==> src/rtl/fpu_pkg.sv <==
// Shared package for the fpu blocks.
// Holds the IEEE-754 single-precision field constants and the state
// encoding of the float-to-fixed converter FSM.
package fpu_pkg;

  // IEEE-754 single-precision field constants
  localparam int          FP_BIAS    = 127;
  localparam int          FP_MANT_W  = 23;
  localparam logic [7:0]  FP_EXP_MAX = 8'hFF;

  // Converter FSM states, in the order a conversion walks through them
  typedef enum logic [2:0] {
    IDLE,
    UNPACK,
    SPECIAL_CASES,
    SHIFT,
    ROUND,
    PACK,
    DONE
  } f2x_state_e;

endpackage

==> src/rtl/float_to_fixed.sv <==
// float_to_fixed
// Converts an IEEE-754 single-precision operand into a signed 32-bit
// two's-complement fixed-point value with FRAC_BITS fraction bits.
// The magnitude is aligned one bit per cycle and rounded to nearest,
// ties to even.
//
// Ports:
//   clk           - clock, all state updates on its rising edge
//   reset_ni      - asynchronous active-low reset
//   a_value_i     - IEEE-754 single operand, captured on exec_strobe_i in IDLE
//   exec_strobe_i - start request, ignored while a conversion is in flight
//   z_value_o     - fixed-point result
//   overflow_o    - result was saturated
//   invalid_o     - operand was NaN
//   done_strobe_o - one-cycle pulse marking the outputs valid
module float_to_fixed
  import fpu_pkg::*;
#(
  parameter int FRAC_BITS = 16
) (
  input  logic        clk,
  input  logic        reset_ni,
  input  logic [31:0] a_value_i,
  input  logic        exec_strobe_i,
  output logic [31:0] z_value_o,
  output logic        overflow_o,
  output logic        invalid_o,
  output logic        done_strobe_o
);

  localparam logic signed [9:0] BIAS_S = 10'(FP_BIAS);
  localparam logic signed [9:0] MANT_S = 10'(FP_MANT_W);
  localparam logic signed [9:0] FRAC_S = 10'(FRAC_BITS);

  f2x_state_e state_q, state_d;

  logic [31:0]       operand_q;
  logic              sign_q;
  logic [7:0]        exp_q;
  logic [22:0]       frac_q;
  logic signed [9:0] e_q;
  logic signed [9:0] k_q;
  logic [31:0]       mag_q;
  logic              guard_q, round_q, sticky_q;
  logic [9:0]        shift_cnt_q;
  logic              shift_left_q;

  logic signed [9:0] unpack_e;
  logic signed [9:0] unpack_k;
  logic signed [9:0] e_plus_f;
  logic [9:0]        abs_k;
  logic              round_inc;

  logic              special_hit;
  logic [31:0]       special_z;
  logic              special_ovf;
  logic              special_inv;
  logic [31:0]       sat_z;

  assign unpack_e  = $signed({2'b00, operand_q[30:23]}) - BIAS_S;
  assign unpack_k  = unpack_e - MANT_S + FRAC_S;
  assign e_plus_f  = e_q + FRAC_S;
  assign abs_k     = k_q[9] ? -k_q : k_q;
  assign round_inc = guard_q & (round_q | sticky_q | mag_q[0]);
  assign sat_z     = sign_q ? 32'h8000_0000 : 32'h7FFF_FFFF;

  // Classify the unpacked operand. The exponent checks come first because
  // an all-ones or all-zero biased exponent would otherwise look like an
  // ordinary huge or tiny number to the range checks below. A result with
  // e+FRAC_BITS=31 only fits when it is exactly -2^31.
  always_comb begin
    special_hit = 1'b1;
    special_z   = 32'h0000_0000;
    special_ovf = 1'b0;
    special_inv = 1'b0;
    if (exp_q == FP_EXP_MAX) begin
      if (frac_q != 23'd0) begin
        special_inv = 1'b1;
      end else begin
        special_z   = sat_z;
        special_ovf = 1'b1;
      end
    end else if (exp_q == 8'd0) begin
      special_z = 32'h0000_0000;
    end else if ((e_plus_f > 10'sd31) ||
                 ((e_plus_f == 10'sd31) && !(sign_q && (frac_q == 23'd0)))) begin
      special_z   = sat_z;
      special_ovf = 1'b1;
    end else if (e_plus_f == 10'sd31) begin
      special_z = 32'h8000_0000;
    end else if (e_plus_f <= -10'sd2) begin
      special_z = 32'h0000_0000;
    end else begin
      special_hit = 1'b0;
    end
  end

  // State register
  always_ff @(posedge clk or negedge reset_ni) begin
    if (!reset_ni) begin
      state_q <= IDLE;
    end else begin
      state_q <= state_d;
    end
  end

  // Next-state logic; the shift counter holds the remaining cycles of
  // alignment, so leaving SHIFT happens on its last count.
  always_comb begin
    state_d = state_q;
    unique case (state_q)
      IDLE:          if (exec_strobe_i) state_d = UNPACK;
      UNPACK:        state_d = SPECIAL_CASES;
      SPECIAL_CASES: begin
        if (special_hit)         state_d = DONE;
        else if (k_q != 10'sd0)  state_d = SHIFT;
        else                     state_d = ROUND;
      end
      SHIFT:         if (shift_cnt_q == 10'd1) state_d = ROUND;
      ROUND:         state_d = PACK;
      PACK:          state_d = DONE;
      DONE:          state_d = IDLE;
      default:       state_d = IDLE;
    endcase
  end

  // Datapath. Every working register is cleared by reset and reloaded
  // in UNPACK, so an aborted conversion leaves nothing behind.
  always_ff @(posedge clk or negedge reset_ni) begin
    if (!reset_ni) begin
      operand_q     <= 32'h0000_0000;
      sign_q        <= 1'b0;
      exp_q         <= 8'd0;
      frac_q        <= 23'd0;
      e_q           <= 10'sd0;
      k_q           <= 10'sd0;
      mag_q         <= 32'h0000_0000;
      guard_q       <= 1'b0;
      round_q       <= 1'b0;
      sticky_q      <= 1'b0;
      shift_cnt_q   <= 10'd0;
      shift_left_q  <= 1'b0;
      z_value_o     <= 32'h0000_0000;
      overflow_o    <= 1'b0;
      invalid_o     <= 1'b0;
      done_strobe_o <= 1'b0;
    end else begin
      done_strobe_o <= (state_q == DONE);
      unique case (state_q)
        IDLE: begin
          if (exec_strobe_i) operand_q <= a_value_i;
        end
        UNPACK: begin
          sign_q   <= operand_q[31];
          exp_q    <= operand_q[30:23];
          frac_q   <= operand_q[22:0];
          e_q      <= unpack_e;
          k_q      <= unpack_k;
          mag_q    <= {8'h00, 1'b1, operand_q[22:0]};
          guard_q  <= 1'b0;
          round_q  <= 1'b0;
          sticky_q <= 1'b0;
        end
        SPECIAL_CASES: begin
          shift_cnt_q  <= abs_k;
          shift_left_q <= ~k_q[9];
          if (special_hit) begin
            z_value_o  <= special_z;
            overflow_o <= special_ovf;
            invalid_o  <= special_inv;
          end
        end
        SHIFT: begin
          // Right shifts feed the dropped bit into guard, guard into round,
          // and round into the sticky OR of everything further below.
          shift_cnt_q <= shift_cnt_q - 10'd1;
          if (shift_left_q) begin
            mag_q <= {mag_q[30:0], 1'b0};
          end else begin
            mag_q    <= {1'b0, mag_q[31:1]};
            guard_q  <= mag_q[0];
            round_q  <= guard_q;
            sticky_q <= sticky_q | round_q;
          end
        end
        ROUND: begin
          mag_q <= mag_q + {31'd0, round_inc};
        end
        PACK: begin
          invalid_o <= 1'b0;
          if (sign_q) begin
            z_value_o  <= -mag_q;
            overflow_o <= 1'b0;
          end else if (mag_q[31]) begin
            z_value_o  <= 32'h7FFF_FFFF;
            overflow_o <= 1'b1;
          end else begin
            z_value_o  <= mag_q;
            overflow_o <= 1'b0;
          end
        end
        default: begin
        end
      endcase
    end
  end

endmodule

==> config.mk <==
export PLATFORM = sky130hd
export DESIGN_NAME = float_to_fixed
export DESIGN_NICKNAME = d
export VERILOG_FILES = /design/src/rtl/fpu_pkg.sv /design/src/rtl/float_to_fixed.sv
export SDC_FILE = /design/constraint.sdc
export NUM_CORES = 1
export LEC_CHECK = 0
export BUFFER_PORTS_ARGS = -buffer_cell sky130_fd_sc_hd__buf_4
export CAP_MARGIN = 10
export CELL_PAD_IN_SITES_DETAIL_PLACEMENT = 2
export CELL_PAD_IN_SITES_GLOBAL_PLACEMENT = 2
export CORE_ASPECT_RATIO = 0.7
export CORE_UTILIZATION = 38
export CTS_CLUSTER_DIAMETER = 30
export CTS_CLUSTER_SIZE = 10
export DETAILED_ROUTE_END_ITERATION = 10
export GPL_TIMING_DRIVEN = 0
export HOLD_SLACK_MARGIN = 0.1
export PLACE_DENSITY = 0.8
export SETUP_SLACK_MARGIN = 0.2
export SKIP_LAST_GASP = 1
export SLEW_MARGIN = 20
export SYNTH_ARGS = -nofsm -noshare
export SYNTH_HDL_FRONTEND = slang
export SYNTH_SLANG_ARGS = --single-unit
export TNS_END_PERCENT = 30
==> constraint.sdc <==
create_clock -name clk -period 3.25 [get_ports clk]
set_input_delay 0.65 -clock clk [delete_from_list [all_inputs] [get_ports clk]]
set_output_delay 0.65 -clock clk [all_outputs]
set_load 0.005 [all_outputs]
==> reports/qor.csv, run 1 <==
metric,value,unit
CTS tree,built,
TritonCTS buffer count,17,
initial core utilization,0.387,
Vias,9223,
M1 GR Usage,0.436,
final worst slack,0.203,ns
async set or reset register ratio after synthesis,1.00,
vias in the first global route,9866,
Core ar.,0.0246,mm²
Post-Route WL,36600,µm
GRT Overall Usage,0.298,
drt drc,0,
die width,191,µm
"setup slack, reg-to-reg",0.20,ns
n_diodes,0,
Yosys Warn Count,0,
first-pass GRT wire length,58400,µm
final core occ,0.454,
final period utilization,0.938,
share of cells above drive strength 1,0.138,
routability cong.,0.881,
IO Port Bufs,69,
I/O pins,70,
DR pass1 iterations,5,
clock sink count,166,
max cap viols,0,
syn nets,1147,
final net count,1238,
GR Util met3,0.0492,
RSZ-0062 raised after global routing,true,
Longest Clk Path Bufs,2,
Slew @ Worst Pin,0.827,ns
CTS root buf,clkbuf_16,
post-route ant nets,0,
HPWL after DPL,26300,µm
Synth Cell Area,0.00952,mm²
1st-iter DRT viols,618,
Cell Pwr Density,1140,mW/mm²
die area,0.0257,mm²
"Arr. time, crit path",3.40,ns
cell row count,48,
Worst Path Max Fanout,10,
Place WS,-0.0350,ns
slew margin rel.,0.447,
"Hold Vio Cnt, Final",0,
critical path required time,3.60,ns
Worst setup EP type,register,
Main synth FF type,dfrtp_1,
outcome,"finished, final reports clean",
Synth Register Bits,166,
routed length per instance,23.9,µm
Startpoint Class,register,
clk_skew,0.0107,ns
Die Y,134,µm
# H-tree levels,4,
sequential area share after synthesis,0.436,
GR Util met2,0.454,
via/cell ratio,6.04,
Syn Inst Count,1101,
Final Critical Period,3.05,ns
largest net degree at the start of global routing,87,
Mean Syn Cell Area,8.65,µm²
kind of critical path,reg2reg,
Peak Freq,0.328,GHz
Skew-Pair Late Insertion Delay,0.45,ns
post-synth cell types,66,
Hold Path Class,in2async,
Worst IR Drop VDD,0.487,mV
GRT overflow,0,
Post-synth EDFFs,0,
Final Setup Violations,0,
Worst-path clk slew,0.07,ns
area grow syn2layout,17.4,%
Leakage,4.62,nW
GR peak layer,met2,
Final Max Tran Viols,0,
initial antenna violation count,0,
## metrics by stage
step	total power (W)	setup TNS [ns]	hold slack, ns	instance area (µm²)	cells
final	0.0127	0	0.199	11200	1528
after global routing	0.0136	0	0.236	11200	1528
after CTS	0.0126	-0.0555	0.228	11100	1526
after detailed placement	0.0103	-0.0464	0.470	10500	1496
after global placement	0.00991	0	0.463	10400	1495
after floorplan	0.00778	0	0.354	9520	1101
## power by group
group / leakage (nW) / switching (W) / total, W / internal (W)
Sequential: 2.00 / 0.000939 / 0.00399 / 0.00305
Clock: 0.292 / 0.000907 / 0.00221 / 0.00130
Combinational: 2.33 / 0.00423 / 0.00650 / 0.00227
## state kept, by name, summed over array words and instances (netlist names)
name / flops
state_q: 3
shift_left_q: 1
invalid_o: 1
done_strobe_o: 1
e_q: 9
round_q: 1
overflow_o: 1
sticky_q: 1
mag_q: 32
k_q: 9
z_value_o: 32
exp_q: 8
shift_cnt_q: 10
sign_q: 1
operand_q: 32
frac_q: 23
guard_q: 1
## worst max-delay path, cell delays in order, from the launching register on
cell and delay (ns):
dfrtp_1 0.37, clkbuf_1 0.23, inv_1 0.23, clkbuf_2 0.35, nand2_1 0.12, nor2_1 0.40, clkbuf_1 0.57, o311ai_0 0.41
a31oi_1 0.27
## cell type report
cell class | instances | area, µm²
buffer | 95 | 380
fill | 2768 | 13400
clock buffer | 19 | 443
multi-input combinational | 819 | 4970
tap | 325 | 407
clock inverter | 11 | 174
timing repair buffer | 72 | 568
sequential | 166 | 4150
inverter | 21 | 78.8
## kinds of logic after synthesis
group / synth area share
buffers and inverters: 0.0474
AOI/OAI and AO/OA: 0.197
xor gates and xnor gates: 0.0285
DFF: 0.436
muxes: 0.0664
adders and majority gates: 0.0145
and+or+nand+nor: 0.210
## final timing paths
kind,startpoint,end,depth (start not counted)
min in group clk,a_value_i[23],operand_q[23]$_DFFE_PN0P_,3
max in group asynchronous,reset_ni,frac_q[21]$_DFFE_PN0P_,2
max reg2reg,state_q[1]$_DFFE_PN0P_,z_value_o[11]$_DFFE_PN0P_,8
min reg2reg,frac_q[21]$_DFFE_PN0P_,frac_q[21]$_DFFE_PN0P_,2
max,state_q[1]$_DFFE_PN0P_,z_value_o[11]$_DFFE_PN0P_,8
min,reset_ni,shift_cnt_q[4]$_DFFE_PN0P_,1
## cell usage after synthesis, types with 4 or more instances
cell type	n	area, µm²
dfrtp_1	166	4150
nand2_1	166	623
nor2_1	107	402
clkbuf_1	81	304
o21ai_0	65	325
a21oi_1	54	270
a31oi_1	47	294
nand3_1	37	185
mux2_2	33	372
a211oi_1	30	225
mux2i_1	26	260
o211ai_1	25	188
inv_1	21	78.8
nand4_1	20	125
nor4_1	18	113
xnor2_1	17	149
nor3_1	16	80.1
xor2_1	14	123
ha_1	11	138
o22ai_1	10	62.6
and3_1	9	56.3
or3_1	9	56.3
buf_1	8	30.0
or4_1	7	52.6
a311oi_1	6	52.6
and2_1	5	31.3
and4_1	5	43.8
nand2b_1	5	31.3
o21a_1	5	37.5
o221ai_1	5	43.8
o311ai_0	5	43.8
a21o_1	4	30.0
a221oi_1	4	35.0
buf_2	4	20.0
nand3b_1	4	30.0
o31ai_1	4	30.0
or2_2	4	25.0
## routing by layer
layer	vias to the layer above	part of all wire	routed length, µm
met1	4749	0.49	18000
met2	251	0.44	16100
met5	-	0	0
li1	4173	-	-
met3	50	0.048	1750
met4	0	0.018	648
## cells in the final DEF, fill, tap and decap left out, types with 5 or more instances in the layout
master     Yosys  final
a211oi_1      30     30
a21oi_1       54     54
a311oi_1       6      6
a31oi_1       47     47
and2_1         5      5
and3_1         9      9
and4_1         5      5
buf_1          8      8
buf_4          1     72
clkbuf_1      81     78
clkbuf_16      0     17
dfrtp_1      166    166
ha_1          11     11
inv_1         21     20
mux2_2        33     33
mux2i_1       26     26
nand2_1      166    166
nand2b_1       5      5
nand3_1       37     36
nand4_1       20     20
nor2_1       107    106
nor3_1        16     16
nor4_1        18     16
o211ai_1      25     25
o21a_1         5      5
o21ai_0       65     65
o221ai_1       5      5
o22ai_1       10     10
o311ai_0       5      5
or3_1          9      9
or4_1          7      7
xnor2_1       17     17
xor2_1        14     14
## repair_timing
| item | in CTS | in global routing |
|---|---|---|
| resized for setup | 3 | 18 |
| setup endpoints to repair | 64 | 70 |
| hold buffers | 0 | 0 |
| gates cloned | 0 | 0 |
| setup buffers | 0 | 2 |
| pin swaps | 0 | 2 |
Note: power is estimated with default switching activity, not from simulation.
==> inputs of run 2 (changes only) <==
CORE_UTILIZATION = 34   (was 38)
PLACE_DENSITY = 0.76   (was 0.8)
clock period = 2.76 ns   (was 3.25 ns; I/O delays follow)
==> reports/qor.csv, run 2 (synthesis results as in run 1) <==
metric,value,unit,change
outcome,"finished, final reports clean",,
n_diodes,0,,unchanged
Vias,9195,,-0.30%
final net count,1256,,+1.5%
Skew-Pair Late Insertion Delay,0.45,ns,about the same
Slew @ Worst Pin,0.865,ns,+0.0380 ns
1st-iter DRT viols,577,,-6.6%
die width,202,µm,+5.7%
die area,0.0287,mm²,+12%
# H-tree levels,4,,unchanged
Worst Path Max Fanout,9,,-1
via/cell ratio,5.79,,-4.0%
Longest Clk Path Bufs,2,,unchanged
most common library cell in the layout ignoring fill and taps,nand2_1,,
Final Setup Violations,0,,unchanged
Final Critical Period,2.72,ns,-0.325 ns
kind of critical path,reg2reg,,
Leakage,4.82,nW,+4.3%
worst hold slack,0.0799,ns,-0.119 ns
Post-Route WL,36700,µm,+0.42%
worst r2r dst,z_value_o[23]$_DFFE_PN0P_,,
worst reg2reg path startpoint,mag_q[0]$_DFFE_PN0P_,,
biggest cell delay along the critical path,0.51,ns,-0.06 ns
Final Max Tran Viols,0,,unchanged
"Arr. time, crit path",3.04,ns,-0.36 ns
clock sink count,166,,unchanged
Worst Reg-to-Reg Cells,7,,-1
"Slowest-stage cell, CP",or4_4,,
CTS tree,built,,
area grow syn2layout,21.9,%,
GRT overflow,0,,unchanged
setup TNS,0,ns,unchanged
share of cells above drive strength 1,0.191,,+0.0533
"setup slack, reg-to-reg",0.04,ns,-0.17 ns
critical path required time,3.07,ns,-0.53 ns
clk_skew,0.0178,ns,+0.00714 ns
largest net degree at the start of global routing,86,,-1.1%
initial core utilization,0.351,,-0.0352
"Hold Vio Cnt, Final",0,,unchanged
TritonCTS buffer count,17,,unchanged
most frequent cells in the layout,"166 x nand2_1, 162 x dfrtp_1, 103 x nor2_1, 92 x buf_4, 63 x o21ai_0",,
initial antenna violation count,0,,unchanged
Place WS,-0.582,ns,-0.547 ns
GRT Overall Usage,0.265,,-0.0331
final worst slack,0.0372,ns,-0.165 ns
Bufs and invs on worst path,1,,-3
Core ar.,0.0271,mm²,+10%
Worst IR Drop VDD,0.618,mV,+27%
CP cell instances,"or4_1, clkbuf_1, or4_4, or3_1, o21a_1, o21ai_2, a31oi_1",,
"delay-heaviest family, CP",simple AND/OR/NAND/NOR gates,,
Regs by FF count,"mag_q x32, operand_q x32, z_value_o x32",,
HPWL after DPL,26600,µm,+1.1%
final period utilization,0.987,,+0.0489
Worst-path clk slew,0.07,ns,about the same
slew margin rel.,0.421,,-0.0254
routed length per instance,23.1,µm,-3.3%
Worst setup EP type,register,,
final core occ,0.429,,-0.0253
RSZ-0062 raised after global routing,true,,
Hold Path Class,in2async,,
CTS root buf,clkbuf_16,,
Cell Pwr Density,1310,mW/mm²,+16%
cell row count,50,,+4.2%
max cap viols,0,,unchanged
Die Y,142,µm,+5.6%
vias in the first global route,9640,,-2.3%
routability cong.,0.866,,-1.7%
Startpoint Class,register,,
drt drc,0,,unchanged
Peak Freq,0.367,GHz,+12%
post-route ant nets,0,,unchanged
IO Port Bufs,69,,unchanged
I/O pins,70,,unchanged
first-pass GRT wire length,58000,µm,-0.69%
DR pass1 iterations,5,,unchanged
[run 2: routing by layer]
| metal | global-route usage | wire length, µm |
|---|---|---|
| met1 | 0.399 | 18800 |
| met2 | 0.402 | 16000 |
| met3 | 0.0359 | 1530 |
| met4 | 0.0558 | 392 |
| met5 | 0 | 0 |
[run 2: stage by stage]
step	power, W	instance area [µm²]	cells
6_report	0.0153	11600	1587
3_3_place_gp	0.0117	10500	1534
4_1_cts	0.0150	11400	1574
2_1_floorplan	0.00916	9520	1101
5_1_grt	0.0163	11600	1587
3_5_place_dp	0.0121	10500	1535
[run 2: power breakdown]
part           total (W)  leakage [nW]  internal [W]  switching [W]
clock network    0.00253         0.297       0.00131        0.00122
registers        0.00472          1.99       0.00360        0.00112
logic            0.00801          2.53       0.00290        0.00511
total             0.0153          4.82       0.00780        0.00745
[run 2: worst max-delay path by stage]
stage,startpoint,to,slack (ns),cells after the start
final,mag_q[0]$_DFFE_PN0P_,z_value_o[23]$_DFFE_PN0P_,0.04,7
after global routing,mag_q[0]$_DFFE_PN0P_,z_value_o[23]$_DFFE_PN0P_,-0.03,7
after CTS,mag_q[0]$_DFFE_PN0P_,z_value_o[23]$_DFFE_PN0P_,0.08,7
after detailed placement,frac_q[1]$_DFFE_PN0P_,z_value_o[22]$_DFFE_PN0P_,-0.58,7
after global placement,state_q[0]$_DFFE_PN0P_,operand_q[19]$_DFFE_PN0P_,-0.49,6
after floorplan,mag_q[0]$_DFFE_PN0P_,z_value_o[26]$_DFFE_PN0P_,0.30,10
[run 2: timing repair]
item / in CTS / in global routing
hold buffers: 0 / 0
pin swaps: 3 / 10
resized for setup: 48 / 41
endpoints found under the setup margin: 104 / 93
buffers inserted: 7 / 14
[run 2: layout make-up]
class | count | area, µm²
Fill cell | 2992 | 15500
Inverter | 21 | 81.3
Buffer | 94 | 410
Sequential cell | 166 | 4160
Clock inverter | 15 | 184
Clock buffer | 17 | 425
Tap cell | 364 | 455
Timing Repair Buffer | 91 | 711
Multi-Input combinational cell | 819 | 5180
==> inputs of run 3 (changes only) <==
--- a/config.mk
+++ b/config.mk
@@ -25,2 +25,2 @@
 export SYNTH_SLANG_ARGS = --single-unit
-export TNS_END_PERCENT = 30
+export TNS_END_PERCENT = 1
==> constraint.sdc (replaced) <==
create_clock -name clk -period 2.76 [get_ports clk]
set_input_delay 0 -clock clk [delete_from_list [all_inputs] [get_ports clk]]
set_output_delay 0 -clock clk [all_outputs]
set_load 0.005 [all_outputs]
==> reports/qor.csv, run 3 (synthesis results as in run 1) <==
metric,value,unit,change
outcome,"finished, final reports clean",,
Worst Path Max Fanout,10,,+1
CP dominant cell by count,clkbuf_1,,
"Design Area, Final",0.0117,mm²,+1.1%
GRT Overall Usage,0.273,,+0.00805
Slew @ Worst Pin,0.912,ns,+0.0467 ns
share of cells above drive strength 1,0.166,,-0.0249
area grow syn2layout,23.3,%,
largest net degree at the start of global routing,86,,unchanged
Final Critical Period,2.74,ns,+0.0170 ns
Leakage,4.90,nW,+1.7%
1st-iter DRT viols,538,,-6.8%
Worst Setup EP,mag_q[0]$_DFFE_PN0P_,,
drt drc,0,,unchanged
Skew-Pair Late Insertion Delay,0.45,ns,about the same
CTS root buf,clkbuf_16,,
Crit. Startpoint,state_q[1]$_DFFE_PN0P_,,
"delay-heaviest family, CP",simple AND/OR/NAND/NOR gates,,
n_diodes,0,,unchanged
Post-Route WL,37800,µm,+3.0%
worst r2r dst,mag_q[0]$_DFFE_PN0P_,,
Regs by FF count,"mag_q x32, operand_q x32, z_value_o x32",,
sequential cell area,0.00416,mm²,about the same
clock network fraction of design power,0.168,,+0.002
routed length per instance,23.4,µm,+1.3%
number of fillers in the final layout,2987,,-0.17%
Worst IR Drop VDD,0.618,mV,+0.11%
setup TNS,0,ns,unchanged
Final Non-Filler Cells,1614,,+1.7%
post-route ant nets,0,,unchanged
IO Port Bufs,69,,unchanged
switching power,0.00740,W,-0.72%
final period utilization,0.993,,+0.00617
Worst-path clk slew,0.07,ns,about the same
Core ar.,0.0271,mm²,unchanged
Startpoint Class,register,,
dpl cells,1535,,unchanged
most common library cell in the layout ignoring fill and taps,nand2_1,,
die width,202,µm,unchanged
"setup slack, reg-to-reg",0.02,ns,-0.02 ns
CP cell instances,"clkbuf_1, inv_1, nor2_1, clkbuf_1, nand2_1, nor2_2, a22oi_1, nand3_1",,
Longest Clk Path Bufs,2,,unchanged
Cell Pwr Density,1280,mW/mm²,-2.3%
worst reg2reg path startpoint,state_q[1]$_DFFE_PN0P_,,
TritonCTS buffer count,17,,unchanged
final net count,1283,,+2.1%
CTS tree,built,,
Die Y,142,µm,unchanged
Final Setup Violations,0,,unchanged
worst hold slack,0.147,ns,+0.0666 ns
# H-tree levels,4,,unchanged
clock sink count,166,,unchanged
first-pass GRT wire length,59600,µm,+2.8%
Worst Reg-to-Reg Cells,8,,+1
Comb power frac,0.519,,-0.006
via/cell ratio,5.80,,+0.10%
routability cong.,0.866,,unchanged
"Arr. time, crit path",3.12,ns,+0.08 ns
die area,0.0287,mm²,unchanged
Sw Share,0.491,,+0.00242
most frequent cells in the layout,"166 x nand2_1, 163 x dfrtp_1, 105 x nor2_1, 83 x buf_4, 65 x o21ai_0",,
sequential share of power,0.313,,+0.004
critical path required time,3.14,ns,+0.07 ns
"Hold Vio Cnt, Final",0,,unchanged
max cap viols,0,,unchanged
Hold Path Class,in2async,,
GRT overflow,0,,unchanged
Peak Freq,0.365,GHz,-0.62%
Crit path depth,8,,+1
vias in the first global route,9887,,+2.6%
biggest cell delay along the critical path,0.45,ns,-0.06 ns
HPWL after DPL,26600,µm,unchanged
kind of critical path,reg2reg,,
slew margin rel.,0.390,,-0.0313
cell row count,50,,unchanged
DP Area,0.0105,mm²,unchanged
multi-input combinational cell area,0.00504,mm²,-2.7%
clk_skew,0.0163,ns,-0.00148 ns
Vias,9361,,+1.8%
DR pass1 iterations,5,,unchanged
"Slowest-stage cell, CP",clkbuf_1,,
I/O pins,70,,unchanged
RSZ-0062 raised after global routing,true,,
Worst setup EP type,register,,
Bufs and invs on worst path,3,,+2
initial antenna violation count,0,,unchanged
Final Max Tran Viols,0,,unchanged
Cell Int Power,0.00767,W,-1.7%
initial core utilization,0.351,,unchanged
## run 3: cell types whose count changed in the layout (fill, tap and decap cells not counted), sizes merged
cell | before | now
buf | 109 | 98
clkbuf | 93 | 97
dlygate4sd3 | 0 | 34
## run 3: what timing repair did
item,4_1_cts,5_1_grt
hold buffers,34,0
gates resized for setup,37,14
endpoints found under the hold margin,120,0
pin swaps,3,2
setup buffers,7,6
endpoints found under the setup margin,104,95
## run 3: layout make-up
cell class,count,area share
timing repair buffer,117,0.0844
multi-input combinational,819,0.430
sequential,166,0.354
buffer,95,0.0342
clock buffer,17,0.0362
inverter,21,0.00671
tap,364,0.0388
clock inverter,15,0.0157
## run 3: metal layers
metal,global-route usage,vias up,routed length [µm]
met5,0,-,0
met4,0.0566,0,350
met3,0.0398,26,1420
met2,0.424,180,17000
met1,0.402,4876,19000
li1,-,4279,-
## run 3: worst min path at each step
stage / start / to / slack [ns] / cells past startpoint
3_3_place_gp: a_value_i[23] / operand_q[23]$_DFFE_PN0P_ / 0.21 / 3
3_5_place_dp: reset_ni / exp_q[5]$_DFFE_PN0P_ / 0.06 / 1
2_1_floorplan: reset_ni / done_strobe_o$_DFF_PN0_ / -0.30 / 0
6_report: reset_ni / operand_q[28]$_DFFE_PN0P_ / 0.15 / 2
4_1_cts: reset_ni / exp_q[5]$_DFFE_PN0P_ / 0.17 / 2
5_1_grt: reset_ni / operand_q[28]$_DFFE_PN0P_ / 0.20 / 2
## run 3: worst reg2reg max path, cell delays in order, from the launching register on
cell and delay, ns:
dfrtp_1 0.33, clkbuf_1 0.36, inv_1 0.23, nor2_1 0.19
clkbuf_1 0.45, nand2_1 0.45, nor2_2 0.38, a22oi_1 0.13
nand3_1 0.14
## run 3: metrics by stage
| step | power [W] | setup WS [ns] | util |
|---|---|---|---|
| 3_3_place_gp | 0.0117 | -0.491 | 0.387 |
| 6_report | 0.0151 | 0.0202 | 0.433 |
| 3_5_place_dp | 0.0121 | -0.582 | 0.389 |
| 4_1_cts | 0.0149 | 0.0723 | 0.430 |
| 5_1_grt | 0.0161 | -0.0567 | 0.433 |
| 2_1_floorplan | 0.00916 | 0.304 | - |
## run 3: power by group through the flow
stage          registers, W  clock network (W)  logic [W]
3_5_place_dp        0.00469                  0    0.00744
6_report            0.00472            0.00253    0.00782
2_1_floorplan       0.00429                  0    0.00487
5_1_grt             0.00486            0.00266    0.00858
4_1_cts             0.00467            0.00257    0.00769
3_3_place_gp        0.00461                  0    0.00712
